===== config.mk =====
export PLATFORM = sky130hd
export DESIGN_NAME = adc_frame_scheduler
export DESIGN_NICKNAME = d
export VERILOG_FILES = /design/src/rtl/adc_frame_scheduler_pkg.sv /design/src/rtl/adc_frame_scheduler_sample_tick_gen.sv /design/src/rtl/adc_frame_scheduler.sv
export SDC_FILE = /design/constraint.sdc
export NUM_CORES = 1
export LEC_CHECK = 0
export CAP_MARGIN = 20
export CORE_ASPECT_RATIO = 2
export CORE_MARGIN = 2
export CORE_UTILIZATION = 55
export CTS_BUF_LIST = sky130_fd_sc_hd__clkbuf_16
export DETAILED_ROUTE_END_ITERATION = 8
export PLACE_DENSITY_LB_ADDON = 0.1
export SYNTH_ARGS = -nofsm -noshare
export SYNTH_HDL_FRONTEND = slang
export SYNTH_HIERARCHICAL = 1
export SYNTH_SLANG_ARGS = --single-unit

===== constraint.sdc =====
create_clock -name clk -period 3 [get_ports clk]
set_input_delay 0.45 -clock clk [delete_from_list [all_inputs] [get_ports clk]]
set_output_delay 0.45 -clock clk [all_outputs]
set_load 0.02 [all_outputs]

===== src/rtl/adc_frame_scheduler_pkg.sv =====
// ============================================================================
// adc_frame_scheduler_pkg : shared defaults and FSM encoding for the scheduler
// Rev 1.0 - initial release
// ============================================================================
`default_nettype none

package adc_frame_scheduler_pkg;

    localparam int DEF_CLK_FREQ          = 24_000_000;
    localparam int DEF_ADC_SAMPLING_FREQ = 48_000;
    localparam int DEF_FRAME_LEN         = 1024;
    localparam int DEF_SAMPLE_W          = 10;

    typedef enum logic [0:0] {
        S_IDLE = 1'b0,
        S_WAIT = 1'b1
    } state_t;

endpackage

`default_nettype wire


===== src/rtl/adc_frame_scheduler_sample_tick_gen.sv =====
// ============================================================================
// sample_tick_gen : free-running divider, one-cycle tick every CYCLE clocks
// Rev 1.0 - initial release
// ============================================================================
`default_nettype none

module sample_tick_gen #(
    parameter int CYCLE = 500
) (
    input  logic clk,
    input  logic rst_n,
    input  logic enable,
    output logic tick
);

    localparam int            CNT_W    = (CYCLE > 1) ? $clog2(CYCLE) : 1;
    localparam logic [CNT_W-1:0] LAST_CNT = CNT_W'(CYCLE - 1);

    logic [CNT_W-1:0] r_cnt;

    always_ff @(posedge clk or negedge rst_n) begin
        if (!rst_n) begin
            r_cnt <= '0;
        end else if (!enable || r_cnt == LAST_CNT) begin
            r_cnt <= '0;
        end else begin
            r_cnt <= r_cnt + CNT_W'(1);
        end
    end

    assign tick = enable && (r_cnt == LAST_CNT);

endmodule

`default_nettype wire


===== src/rtl/adc_frame_scheduler.sv =====
// ============================================================================
// adc_frame_scheduler : ADC request sequencer feeding a ping-pong frame buffer
// Rev 1.0 - initial release
// ============================================================================
`default_nettype none

module adc_frame_scheduler
    import adc_frame_scheduler_pkg::*;
#(
    parameter int CLK_FREQ          = DEF_CLK_FREQ,
    parameter int ADC_SAMPLING_FREQ = DEF_ADC_SAMPLING_FREQ,
    parameter int FRAME_LEN         = DEF_FRAME_LEN,
    parameter int SAMPLE_W          = DEF_SAMPLE_W,
    localparam int ADDR_W           = $clog2(FRAME_LEN)
) (
    input  logic                clk,
    input  logic                rst_n,
    input  logic                enable,
    output logic                adc_start,
    input  logic                adc_valid,
    input  logic [SAMPLE_W-1:0] adc_data,
    output logic                wr_en,
    output logic                wr_bank,
    output logic [ADDR_W-1:0]   wr_addr,
    output logic [SAMPLE_W-1:0] wr_data,
    output logic                frame_ready,
    output logic                frame_bank,
    input  logic                frame_ack,
    output logic                tick_miss,
    output logic                overrun,
    input  logic                clr_flags
);

    localparam int                CYCLE     = CLK_FREQ / ADC_SAMPLING_FREQ;
    localparam logic [ADDR_W-1:0] LAST_ADDR = ADDR_W'(FRAME_LEN - 1);

    state_t            r_state, w_state_nxt;
    logic              w_tick, w_start, w_miss, w_wr;
    logic [ADDR_W-1:0] r_addr;
    logic              r_bank, r_oldest;
    logic [1:0]        r_full, w_full_nxt;
    logic              w_bank_nxt, w_oldest_nxt, w_ovr_set;
    logic              w_ack, w_done, w_other;

    sample_tick_gen #(.CYCLE(CYCLE)) u_tick (
        .clk    (clk),
        .rst_n  (rst_n),
        .enable (enable),
        .tick   (w_tick)
    );

    always_ff @(posedge clk or negedge rst_n) begin
        if (!rst_n) r_state <= S_IDLE;
        else        r_state <= w_state_nxt;
    end

    always_comb begin
        w_state_nxt = r_state;
        w_start     = 1'b0;
        w_miss      = 1'b0;
        w_wr        = 1'b0;
        case (r_state)
            S_IDLE: begin
                if (w_tick) begin
                    w_start     = 1'b1;
                    w_state_nxt = S_WAIT;
                end
            end
            S_WAIT: begin
                w_miss = w_tick;
                if (adc_valid) begin
                    w_wr        = 1'b1;
                    w_state_nxt = S_IDLE;
                end
            end
            default: w_state_nxt = S_IDLE;
        endcase
    end

    // Bank bookkeeping acts on the registered write, so an ack in the same cycle is applied first.
    assign frame_ready = |r_full;
    assign frame_bank  = (r_full == 2'b11) ? r_oldest : r_full[1];
    assign w_ack       = frame_ack && frame_ready;
    assign w_done      = wr_en && (wr_addr == LAST_ADDR);
    assign w_other     = ~wr_bank;

    always_comb begin
        w_full_nxt   = r_full;
        w_bank_nxt   = r_bank;
        w_oldest_nxt = r_oldest;
        w_ovr_set    = 1'b0;
        if (w_ack) w_full_nxt[frame_bank] = 1'b0;
        if (w_done) begin
            if (!w_full_nxt[w_other]) begin
                w_full_nxt[wr_bank] = 1'b1;
                w_bank_nxt          = w_other;
            end else if (w_full_nxt[wr_bank]) begin
                // Both banks were already full: the overwritten bank is dropped.
                w_full_nxt[wr_bank] = 1'b0;
                w_ovr_set           = 1'b1;
            end else begin
                w_full_nxt[wr_bank] = 1'b1;
                w_oldest_nxt        = w_other;
            end
        end
    end

    always_ff @(posedge clk or negedge rst_n) begin
        if (!rst_n) begin
            adc_start <= 1'b0;
            wr_en     <= 1'b0;
            wr_bank   <= 1'b0;
            wr_addr   <= '0;
            wr_data   <= '0;
            r_addr    <= '0;
            r_bank    <= 1'b0;
            r_full    <= 2'b00;
            r_oldest  <= 1'b0;
            tick_miss <= 1'b0;
            overrun   <= 1'b0;
        end else begin
            adc_start <= w_start;
            wr_en     <= w_wr;
            if (w_wr) begin
                wr_bank <= r_bank;
                wr_addr <= r_addr;
                wr_data <= adc_data;
                r_addr  <= r_addr + ADDR_W'(1);
            end else if (r_state == S_IDLE && !enable) begin
                r_addr  <= '0;
            end
            r_bank    <= w_bank_nxt;
            r_full    <= w_full_nxt;
            r_oldest  <= w_oldest_nxt;
            tick_miss <= w_miss    | (tick_miss & ~clr_flags);
            overrun   <= w_ovr_set | (overrun   & ~clr_flags);
        end
    end

endmodule

`default_nettype wire


### Word-level counts from Yosys, hierarchy flattened

Cells that the tools add are included.

* word-level logic and storage cells: 75
* register bits after elaboration: 49
* bits of input ports: 16
* output and inout port bits: 27

* magnitude comparators: 5
* reduce and logical (&&, ||, !) cells: 12
* bitwise logic cells: 14
* $add $sub $neg: 2
* eq/ne operators: 3
* mux-type cells: 26

Operators with widths (number)
* 2-to-1 mux 10 bit: 2
* 2-to-1 mux 1 bit: 16
* adder 10 x 1 -> 10 bit (second input constant): 1
* == test 10 bit (second input constant): 1
* adder 9 x 1 -> 9 bit (second input constant): 1
* == test 9 bit (second input constant): 1
* 2-to-1 mux 9 bit: 1
* 2-to-1 mux 2 bit: 4
* logical AND 1 bit: 6
* < comparator 1 x 2 -> 1 bit (second input constant): 3
* NOT 1 bit: 5
* AND 2 bit: 2
* NOT 2 bit: 2
* AND reduction 3 bit: 1
* AND 1 bit: 2
* demux 1 bit (select 1 bit): 2
* == test 2 bit (second input constant): 1
* greater-or-equal comparator 1 bit (second input constant): 2
* bitwise OR 1 bit: 2
* bitwise OR 2 bit: 1
* one-hot mux 1 bit (2 select lines): 1
* AND reduction 2 bit: 1
* nonzero test 2 bit: 1
* OR reduction 2 bit: 1
* other kinds (2): 2

### Depth between registers and ports, before layout

* word-level depth: 15
* depth in mapped cells: 6
* mapped depth without buffers: 6

### Modules after synthesis

The synthesis kept the hierarchy.

Modules (own cells, without submodules)
* adc_frame_scheduler: sequential area each 1001.0 µm², cells each 184, area each 1724.2 µm², instances 1
* sample_tick_gen: sequential area each 225.2 µm², cells each 47, area each 493.0 µm², instances 1

### Worst setup path before layout

OpenSTA, ideal clock, no wires.

* path kind: register to register
* start: register u_tick.r_cnt[0]
* end: register r_state
* setup time: 0.118 ns
* slack: 1.612 ns
* clock period less this slack: 1.388 ns
* arrival time: 1.270 ns
* stages on the path, launching flop included: 7
* required time: 2.882 ns
* buffers on the path: 0
* path through: dfrtp_1 > ha_1 > nand2_1 > nor2_1 > and3_1 > nor2b_1 > a21o_1

* cells in the longest elaborated chain, start to end: 4

RTL lines
* from (decl): line adc_frame_scheduler_sample_tick_gen.sv:19 `logic [CNT_W-1:0] r_cnt;`
* from (signal assigned): line adc_frame_scheduler_sample_tick_gen.sv:27 `r_cnt <= r_cnt + CNT_W'(1);`
* == test 9 bit: line adc_frame_scheduler_sample_tick_gen.sv:31 `assign tick = enable && (r_cnt == LAST_CNT);`
* logical AND 1 bit: line adc_frame_scheduler_sample_tick_gen.sv:31
* via w_tick: line adc_frame_scheduler.sv:38 `logic w_tick, w_start, w_miss, w_wr;`
* 2-to-1 mux 1 bit: line adc_frame_scheduler.sv:64 `if (w_tick) begin`
* one-hot mux 1 bit (2 select lines): line adc_frame_scheduler.sv:62 `case (r_state)`
* via w_state_nxt: line adc_frame_scheduler.sv:37 `state_t r_state, w_state_nxt;`
* to (signal assigned): line adc_frame_scheduler.sv:54 `else r_state <= w_state_nxt;`
* to (decl): line adc_frame_scheduler.sv:37

The timed path passes the listed nets, and every way through them passes these cells.
A chain may end at the register's enable or synchronous reset.

### Worst setup path in the final report

* start: register r_full[0]
* end: output port frame_bank

* cells in the longest elaborated chain, start to end: 2

RTL lines
* from (decl): line adc_frame_scheduler.sv:41 `logic [1:0] r_full, w_full_nxt;`
* from (signal assigned): line adc_frame_scheduler.sv:133 `r_full <= w_full_nxt;`
* == test 2 bit: line adc_frame_scheduler.sv:82 `assign frame_bank = (r_full == 2'b11) ? r_oldest : r_full[1];`
* 2-to-1 mux 1 bit: line adc_frame_scheduler.sv:82
* to (decl): line adc_frame_scheduler.sv:27 `output logic frame_bank,`

Every way passes these cells.

==> results.sh <==
export IMPL_status="completed"
export IMPL_async_reset_ff_share_pct=100
export IMPL_synthAdderAreaFrac_pct=1.13
export IMPL_syn_inst=231
export IMPL_maxCapViolCount=0
export IMPL_numCtsBuffers=5
export IMPL_drtIter0Drc=36
export IMPL_worstPathRequired_ps=2550
export IMPL_dr_pass1_iters=4
export IMPL_cts_tree="built"
export IMPL_wl_met3_um=120
export IMPL_yosys_mux_area_fraction_pct=2.71
export IMPL_rows=32
export IMPL_place_congestion=0.796
export IMPL_final_setup_viol_count=0
export IMPL_final_antenna_net_count=0
export IMPL_crit_arrival_ps=1570
export IMPL_r2r_slack_ps=1500
export IMPL_synthSimpleGateAreaFrac_pct=25.2
export IMPL_start_kind="flop"
export IMPL_power_static_leakage_nw=1.43
export IMPL_vias=1752
export IMPL_grt_usage_pct=23.0
export IMPL_nets=294
export IMPL_hpwl_um=3190
export IMPL_grt_pass1_wl_um=8290
export IMPL_dp_cells=319
export IMPL_power_per_cell_area_mw_per_mm2=466
export IMPL_critPathKind="flop to output pin"
export IMPL_max_freq_ghz=0.495
export IMPL_min_path_type="primary input to async pin"
export IMPL_antenna_cells=0
export IMPL_drc_errors=0
export IMPL_ir_worst_vdd_v=0.000463
export IMPL_ys_flop_type="dfrtp_1"
export IMPL_slowest_stage="clkdlybuf4s50_1"
export IMPL_skew_ps=6.47
export IMPL_worstPathCellList="nor2b_1, nor2_1, clkdlybuf4s50_1"
export IMPL_fillers=305
export IMPL_synth_top_family_by_area="simple AND/OR/NAND/NOR gates"
export IMPL_wl_met1_um=1770
export IMPL_fp_coreArea_mm2=0.00384
export IMPL_ys_ff_latch=49
export IMPL_slew_limit_headroom_pct=70.7
export IMPL_antenna_found_initial=0
export IMPL_synth_fp_nets=249
export IMPL_root_buffer="clkbuf_16"
export IMPL_clockBufferDepth=2
export IMPL_grt_pass1_vias=1828
export IMPL_die_area_mm2=0.00459
export IMPL_start_util_pct=57.7
export IMPL_clock_latency_ps=280
export IMPL_port_buffers=42
export IMPL_holdBufCountCts=0
export IMPL_min_period_ps=2020
export IMPL_wl_per_cell_um=14.0
export IMPL_final_core_utilization_pct=74.4
export IMPL_yosys_area_share_xor_xnor_pct=1.19
export IMPL_slew_viol_final=0
export IMPL_die_h_um=93.8
export IMPL_syn_avg_cell_area_um2=9.60
export IMPL_fin_cells=328
export IMPL_ys_seq_area_share_pct=55.3
export IMPL_ys_warnings_count=6
export IMPL_syn_area_mm2=0.00222
export IMPL_period_share_pct=67.4
export IMPL_end_kind="output pin"
export IMPL_path_max_fanout=6
export IMPL_met2_length_um=2590
export IMPL_h_tree_depth=2
export IMPL_die_width_um=48.9
export IMPL_synth_edf_count=0
export IMPL_syn2layout_area_growth_pct=29.0
export IMPL_final_setup_tns_ps=0
export IMPL_slowest_delay_ps=600
export IMPL_path_clk_slew_ps=60
export IMPL_yosysUniqueCellTypes=44
export IMPL_final_hold_violation_count=0
export IMPL_cts_resized_gates=0
export IMPL_dp_slack_ps=1090
export IMPL_num_io_pins=43
export IMPL_routed_top_layer="met4"
export IMPL_tightestPinTransition_ps=438
export IMPL_synth_compound_area_share_pct=11.0
export IMPL_globalRouteOverflowTotal=0
export IMPL_grt_max_degree=50
export IMPL_cts_setup_buffers=0
export IMPL_avgViaCountPerCell=5.34
export IMPL_drt_wl_total_um=4580
export IMPL_setup_ws_ps=979
export IMPL_cts_sink_count=49
export IMPL_drive_above_1_share_pct=7.58
export IMPL_rsz0062_at_grt="no"
==> state kept, by name, indices dropped and copies added (netlist names) <==
signal / count
r_state: 1
r_oldest: 1
wr_bank: 1
wr_addr: 10
r_addr: 10
r_bank: 1
wr_data: 10
adc_start: 1
overrun: 1
u_tick/r_cnt: 9
wr_en: 1
tick_miss: 1
r_full: 2
==> stage by stage <==
| step | power (mW) | hold WS (ps) | instance area (µm²) |
|---|---|---|---|
| floorplan | 0.695 | 154 | 2220 |
| global placement | 0.730 | 457 | 2680 |
| global route | 1.38 | 22.4 | 2860 |
| CTS | 1.34 | 405 | 2840 |
| finish | 1.33 | 17.4 | 2860 |
| detailed placement | 0.731 | 461 | 2680 |
==> power breakdown <==
part           switching (mW)  internal, mW  leakage (nW)
Combinational          0.0256        0.0259         0.663
Clock                   0.224         0.387        0.0826
Sequential            0.00500         0.664         0.682
Total                   0.255          1.08          1.43
==> Yosys cell counts, types with 3 or more instances <==
| master | count | share of area, % |
|---|---|---|
| nand2_1 | 83 | 14 |
| dfrtp_1 | 49 | 55 |
| inv_1 | 9 | 1.5 |
| nor2_1 | 8 | 1.4 |
| o21ai_0 | 8 | 1.8 |
| a21oi_1 | 7 | 1.6 |
| mux2i_1 | 6 | 2.7 |
| and3_1 | 4 | 1.1 |
| nor2b_1 | 4 | 1.1 |
| buf_2 | 3 | 0.68 |
| clkbuf_1 | 3 | 0.51 |
| nand3_1 | 3 | 0.68 |
| nand4_1 | 3 | 0.85 |
| o21ai_1 | 3 | 0.68 |
| xnor2_1 | 3 | 1.2 |
==> critical path: cells and delay by family (launching register included) <==
kind | cells | cell delay [ps]
buffers and inverters | 1 | 600
and+or+nand+nor | 2 | 250
DFF | 1 | 440
==> metal layers <==
metal	vias to the layer above	global-route usage (%)
met4	0	11.2
li1	858	-
met5	-	0
met3	7	3.50
met1	850	26.0
met2	37	41.3
==> path summary, 6_finish.rpt <==
kind	startpoint	to	cells after the start
setup / recovery	r_full[0]	frame_bank	3
hold / removal	rst_n	r_state	1
setup reg to reg	u_tick/r_cnt[0]	r_state	6
hold reg to reg	wr_data[8]	wr_data[8]	2
max in group asynchronous	rst_n	wr_data[9]	2
min in group clk	wr_data[8]	wr_data[8]	2
==> logic make-up after synthesis <==
| kind of cell | Yosys count |
|---|---|
| AO/OA/AOI/OAI | 33 |
| XOR/XNOR | 3 |
| adder cells (fa/ha/maj) | 2 |
| buffers and inverters | 18 |
| flip-flops | 49 |
| multiplexers | 6 |
| AND/OR/NAND/NOR | 120 |
==> cells in the final DEF (no fill, tap or decap), types with 3 or more instances in the layout <==
master           count
nand2_1             83
dfrtp_1             49
clkdlybuf4s50_1     41
inv_1               10
nor2_1               8
o21ai_0              8
a21oi_1              7
mux2i_1              6
clkbuf_16            5
nor2b_1              4
and3_1               4
nand3_1              3
nand4_1              3
o21ai_1              3
xnor2_1              3
==> final cells by class <==
type / count / area, µm² / area share [%]
inverters: 11 / 42.5 / 1.49
flip-flops and latches: 49 / 1230 / 42.9
multi-input cells: 164 / 915 / 32.0
clock inverters: 3 / 37.5 / 1.31
repair buffers: 45 / 450 / 15.7
clock buffers: 5 / 125 / 4.37
well taps: 51 / 63.8 / 2.23
Note: power is estimated with default switching activity, not from simulation.
